$ cat config.mk
export PLATFORM = sky130hd
export DESIGN_NAME = wave_synth
export DESIGN_NICKNAME = d
export VERILOG_FILES = /design/src/rtl/wave_synth.sv
export SDC_FILE = /design/constraint.sdc
export NUM_CORES = 1
export LEC_CHECK = 0
export ABC_AREA = 1
export CAP_MARGIN = 20
export CELL_PAD_IN_SITES_DETAIL_PLACEMENT = 1
export CELL_PAD_IN_SITES_GLOBAL_PLACEMENT = 1
export CORE_MARGIN = 1
export CORE_UTILIZATION = 39
export DETAILED_ROUTE_END_ITERATION = 6
export HOLD_SLACK_MARGIN = 0.15
export PLACE_DENSITY = 0.86
export REMOVE_ABC_BUFFERS = 1
export SLEW_MARGIN = 20
export SYNTH_ARGS = -nofsm -noshare
export SYNTH_HDL_FRONTEND = slang
export SYNTH_SLANG_ARGS = --single-unit
$ cat constraint.sdc
create_clock -name clk -period 4.7 [get_ports clk]
set_clock_uncertainty 0.2 [all_clocks]
set_input_delay 0.94 -clock clk [delete_from_list [all_inputs] [get_ports clk]]
set_output_delay 0.94 -clock clk [all_outputs]
set_load 0.01 [all_outputs]
$ cat src/rtl/wave_synth.sv
// DDS tone generator: phase accumulator, quarter-wave sine table, four waveforms, amplitude scaling.
// Latency 2 cycles tick->sample_valid, no backpressure (one sample per tick). Optional: WAVE_SYNTH_PHASE_OFFSET_EN.
module wave_synth #(
    parameter int PHASE_W = 24,
    parameter int ADDR_W  = 8,
    parameter int AMP_W   = 8,
    localparam int OUT_W  = ADDR_W + AMP_W
) (
    input  logic               clk,
    input  logic               reset,
    input  logic               sample_tick,
    input  logic [PHASE_W-1:0] freq_word,
    input  logic               phase_clr,
    input  logic [1:0]         mode,
    input  logic [AMP_W-1:0]   amp,
`ifdef WAVE_SYNTH_PHASE_OFFSET_EN
    input  logic [PHASE_W-1:0] phase_ofs,
`endif
    output logic [OUT_W-1:0]   sample_out,
    output logic               sample_valid
);

    localparam int Q = 2 ** (ADDR_W - 2);
    localparam logic signed [ADDR_W-1:0] PEAK = ADDR_W'((2 ** (ADDR_W - 1)) - 1);

    // Elaboration-time sine via Taylor series, rounded to nearest.
    function automatic logic [ADDR_W-2:0] tab_val(input int i);
        real x, term, s;
        x    = 3.14159265358979 * real'(i) / (2.0 * real'(Q));
        s    = x;
        term = x;
        for (int k = 1; k < 10; k++) begin
            term = -term * x * x / real'((2 * k) * (2 * k + 1));
            s    = s + term;
        end
        return (ADDR_W-1)'($rtoi(s * real'((2 ** (ADDR_W - 1)) - 1) + 0.5));
    endfunction

    logic [ADDR_W-2:0] qtab [0:Q];
    for (genvar g = 0; g <= Q; g++) begin : g_tab
        assign qtab[g] = tab_val(g);
    end

    logic [PHASE_W-1:0] phase;
    logic [PHASE_W-1:0] addr_phase;
`ifdef WAVE_SYNTH_PHASE_OFFSET_EN
    assign addr_phase = phase + phase_ofs;
`else
    assign addr_phase = phase;
`endif

    logic [ADDR_W-1:0] addr;
    assign addr = addr_phase[PHASE_W-1 -: ADDR_W];
    logic unused_phase_lo;
    assign unused_phase_lo = ^addr_phase[PHASE_W-ADDR_W-1:0];

    logic                     msb;
    logic [ADDR_W-2:0]        tidx;
    logic [ADDR_W-2:0]        tmag;
    logic signed [ADDR_W-1:0] sine_w, square_w, saw_w, tri_w, wave_c;
    logic [ADDR_W-1:0]        saw_raw;
    logic [ADDR_W-2:0]        tri_v;
    logic signed [ADDR_W:0]   tri_ext;

    assign msb = addr[ADDR_W-1];

    always_comb begin
        tidx     = addr[ADDR_W-2] ? ((ADDR_W-1)'(Q) - {1'b0, addr[ADDR_W-3:0]})
                                  : {1'b0, addr[ADDR_W-3:0]};
        tmag     = qtab[tidx];
        sine_w   = msb ? -$signed({1'b0, tmag}) : $signed({1'b0, tmag});
        square_w = msb ? -PEAK : PEAK;
        // Offset-binary to two's complement; -2^(ADDR_W-1) clamps to keep the wave symmetric.
        saw_raw  = {~msb, addr[ADDR_W-2:0]};
        saw_w    = (saw_raw == {1'b1, {(ADDR_W-1){1'b0}}}) ? -PEAK : $signed(saw_raw);
        tri_v    = msb ? ~addr[ADDR_W-2:0] : addr[ADDR_W-2:0];
        tri_ext  = $signed({1'b0, tri_v, 1'b0}) - $signed({1'b0, PEAK});
        tri_w    = tri_ext[ADDR_W-1:0];
        wave_c   = sine_w;
        case (mode)
            2'd0:    wave_c = sine_w;
            2'd1:    wave_c = square_w;
            2'd2:    wave_c = saw_w;
            default: wave_c = tri_w;
        endcase
    end

    logic                     s1_vld;
    logic signed [ADDR_W-1:0] s1_wave;
    logic [AMP_W-1:0]         s1_amp;
    logic signed [OUT_W-1:0]  prod;

    assign prod = OUT_W'(s1_wave) * OUT_W'($signed({1'b0, s1_amp}));

    always_ff @(posedge clk) begin
        if (reset) begin
            phase        <= '0;
            s1_vld       <= 1'b0;
            s1_wave      <= '0;
            s1_amp       <= '0;
            sample_out   <= '0;
            sample_valid <= 1'b0;
        end else begin
            if (phase_clr)
                phase <= '0;
            else if (sample_tick)
                phase <= phase + freq_word;
            s1_vld <= sample_tick;
            if (sample_tick) begin
                s1_wave <= wave_c;
                s1_amp  <= amp;
            end
            sample_valid <= s1_vld;
            if (s1_vld)
                sample_out <= prod;
        end
    end

endmodule

==> impl_metrics.env <==
export IMPL_status="complete, but fails checks"
export IMPL_violations="negative setup slack"
export IMPL_insertion_delay_ns=0.35
export IMPL_overflow=0
export IMPL_post_route_util=0.485
export IMPL_num_vias=6917
export IMPL_report_final_setup_viol=5
export IMPL_n_antenna_cell=0
export IMPL_viasPerCell=5.41
export IMPL_cts_buffers=9
export IMPL_yosysUniqueCellTypes=45
export IMPL_antenna_found_initial=0
export IMPL_power_mw=2.03
export IMPL_fp_row_count=47
export IMPL_ys_ff_latch=58
export IMPL_crit_arrival_ns=5.12
export IMPL_cts_max_path_buffers=2
export IMPL_finalHoldViolCount=0
export IMPL_grt_pass1_wl_um=36000
export IMPL_fp_dieArea_um2=17500
export IMPL_max_clock_freq_mhz=197
export IMPL_totalWireLength_um=23600
export IMPL_worstMarginPinSlew_ns=0.790
export IMPL_synthesis_area_um2=6630
export IMPL_dpl_hpwl_um=14600
export IMPL_seq_power_share=0.274
export IMPL_p_int_mw=1.28
export IMPL_yosysSeqAreaShare=0.175
export IMPL_grt_max_degree=47
export IMPL_p_switching_uw=753
export IMPL_yosysWarnings=0
export IMPL_synth_flop_cell="dfxtp_1"
export IMPL_h_tree_depth=3
export IMPL_drive_gt1_frac=0.132
export IMPL_areaGrowthSynthToFinish_pct=21.2
export IMPL_die_x_um=132
export IMPL_cts_root_buf="clkbuf_16"
export IMPL_fin_crit_sh=1.08
export IMPL_drt_iter0_markers=456
export IMPL_numPortBuffers=54
export IMPL_synth_cells=985
export IMPL_core_area_um2=16600
export IMPL_p_leak_nw=4.32
export IMPL_clkTransAtPathRegs_ns=0.06
export IMPL_fin_cells=1278
export IMPL_start_util=0.400
export IMPL_cts_tree="yes"
export IMPL_cp_required_ns=4.74
export IMPL_comb_power_share=0.362
export IMPL_rsz0062_at_grt="true"
export IMPL_dp_cells=1252
export IMPL_synthArstFlopShare=0
export IMPL_wire_per_inst_um=18.5
export IMPL_fin_ws_ns=-0.380
export IMPL_cp_end_kind="flip-flop"
export IMPL_max_cap_viol_count=0
export IMPL_drtPass1Iterations=5
export IMPL_switching_share=0.371
export IMPL_antenna_left=0
export IMPL_nets=1203
export IMPL_p_per_area_nw_per_um2=252
export IMPL_gp_congestion=0.863
export IMPL_die_h_um=132
export IMPL_grt_pass1_vias=7111
export IMPL_holdWs_ns=0.274
export IMPL_critPathMaxFanout=8
export IMPL_start_kind="flip-flop"
export IMPL_cts_sinks=58
export IMPL_crit_type="flip-flop to flip-flop"
export IMPL_p_clk_frac=0.364
export IMPL_drv_slew=0
export IMPL_drc=0
export IMPL_hp_class="flip-flop to flip-flop"
export IMPL_synth_avg_cell_area_um2=6.73
export IMPL_layout_min_cycle_time_ns=5.08
export IMPL_tns_ns=-1.27
export IMPL_relSlewSlack=0.472
export IMPL_boundaryPins=55
export IMPL_grt_util_all_layers=0.261
export IMPL_ir_drop_uv=180
export IMPL_synth_edff_count=0
==> per-layer routing <==
metal  wire, um  vias up  GRT usage
met4       1320        0      0.159
met1       9560     3308      0.307
met2      11400      292      0.438
met5          0        -          0
met3       1360      103     0.0521
li1           -     3214          -
==> placed cells by master (no fill, tap or decap), types with 6 or more instances in the layout <==
master and n:
clkdlybuf4s50_1 54, nand3_1 53, nand2_2 11, o21ai_1 7, xnor2_1 12, buf_6 6
dfxtp_2 8, fa_1 35, inv_2 14, inv_1 163, a21oi_1 72, nor2_2 7
clkbuf_16 9, ha_1 69, dfxtp_1 49, nand3_2 7, nand2_1 199, buf_4 36
o21ai_0 58, nor2_1 98, xor2_1 18
==> path summary, 6_finish.rpt <==
check                              startpoint        endpoint  slack, ns  cells after the start
worst max-delay path               s1_wave[7]  sample_out[14]      -0.38                     22
worst min-delay path            addr_phase[0]   addr_phase[0]       0.27                      2
worst max register to register     s1_wave[7]  sample_out[14]      -0.38                     22
worst min register to register  addr_phase[0]   addr_phase[0]       0.27                      2
==> worst max-delay path, cell delays in order (launching register included) <==
cell	delay, ns
dfxtp_2	0.35
clkinv_2	0.07
buf_6	0.14
fa_1	0.50
fa_1	0.62
inv_1	0.10
fa_1	0.57
inv_2	0.06
fa_1	0.53
inv_2	0.06
ha_4	0.23
buf_4	0.15
a211oi_4	0.27
o21ai_2	0.12
nand2_1	0.10
nand2_2	0.06
a21oi_2	0.20
nor2_1	0.08
o21ai_1	0.14
nand2_1	0.08
xor2_1	0.14
o21ai_1	0.14
inv_1	0.07
==> stage by stage <==
stage          area, um^2  setup WS (ns)
6_report             8040         -0.380
5_1_grt              8040         -0.485
4_1_cts              7960        -0.0710
3_5_place_dp         7460         -0.484
3_3_place_gp         7460         -0.281
2_1_floorplan        6410         -0.372
==> kinds of logic after synthesis <==
| kind of cell | after synthesis | share of synthesized area |
|---|---|---|
| AOI/OAI and AO/OA | 166 | 0.134 |
| xor gates and xnor gates | 30 | 0.0396 |
| DFF | 58 | 0.175 |
| and+or+nand+nor | 398 | 0.259 |
| buffers and inverters | 221 | 0.138 |
| adders and majority gates | 112 | 0.254 |
==> power by group through the flow <==
stage,Combinational [mW],Sequential (mW),Clock (mW)
after floorplan,0.400,0.567,0
after global placement,0.605,0.559,0
after detailed placement,0.632,0.561,0
after CTS,0.691,0.552,0.741
after global routing,0.801,0.558,0.762
final,0.733,0.556,0.739
==> repair_timing <==
item | in CTS | in global routing
buffers inserted | 7 | 3
hold buffers | 0 | 0
endpoints found under the setup margin | 6 | 5
pin swaps | 23 | 11
gates resized for setup | 40 | 20
==> final cells by class <==
cell class	instances	area [um^2]
Multi-Input combinational cell	706	4700
Clock inverter	7	93.8
Sequential cell	58	1170
Inverter	182	692
Fill cell	2164	8550
Timing Repair Buffer	96	878
Clock buffer	9	225
Tap cell	220	275
==> synth_stat cells, types with 2 or more instances <==
master | count | share of area
nand2_1 | 203 | 0.11
inv_1 | 173 | 0.098
nor2_1 | 101 | 0.057
a21oi_1 | 75 | 0.057
ha_1 | 74 | 0.14
o21ai_0 | 63 | 0.048
dfxtp_1 | 58 | 0.18
nand3_1 | 54 | 0.041
fa_1 | 38 | 0.11
clkbuf_1 | 26 | 0.015
xor2_1 | 18 | 0.024
xnor2_1 | 12 | 0.016
buf_6 | 8 | 0.014
nand2_2 | 7 | 0.0066
nand3_2 | 6 | 0.0091
or2_2 | 6 | 0.0057
a31oi_1 | 5 | 0.0047
inv_2 | 5 | 0.0028
nand2_4 | 5 | 0.0085
nor2_2 | 4 | 0.0038
o211ai_1 | 4 | 0.0045
o21ai_1 | 4 | 0.0030
a21o_1 | 3 | 0.0034
clkinv_1 | 3 | 0.0017
nor4_1 | 3 | 0.0028
o21bai_1 | 3 | 0.0034
a21boi_0 | 2 | 0.0023
a21oi_2 | 2 | 0.0026
buf_1 | 2 | 0.0011
nand4_1 | 2 | 0.0019
nor3_1 | 2 | 0.0015
==> sequential cells by signal, indices dropped and copies added, names as in the netlist <==
name          flops
s1_vld            1
s1_wave           8
addr_phase       24
sample_out       16
sample_valid      1
s1_amp            8
Note: power is estimated with default switching activity, not from simulation.
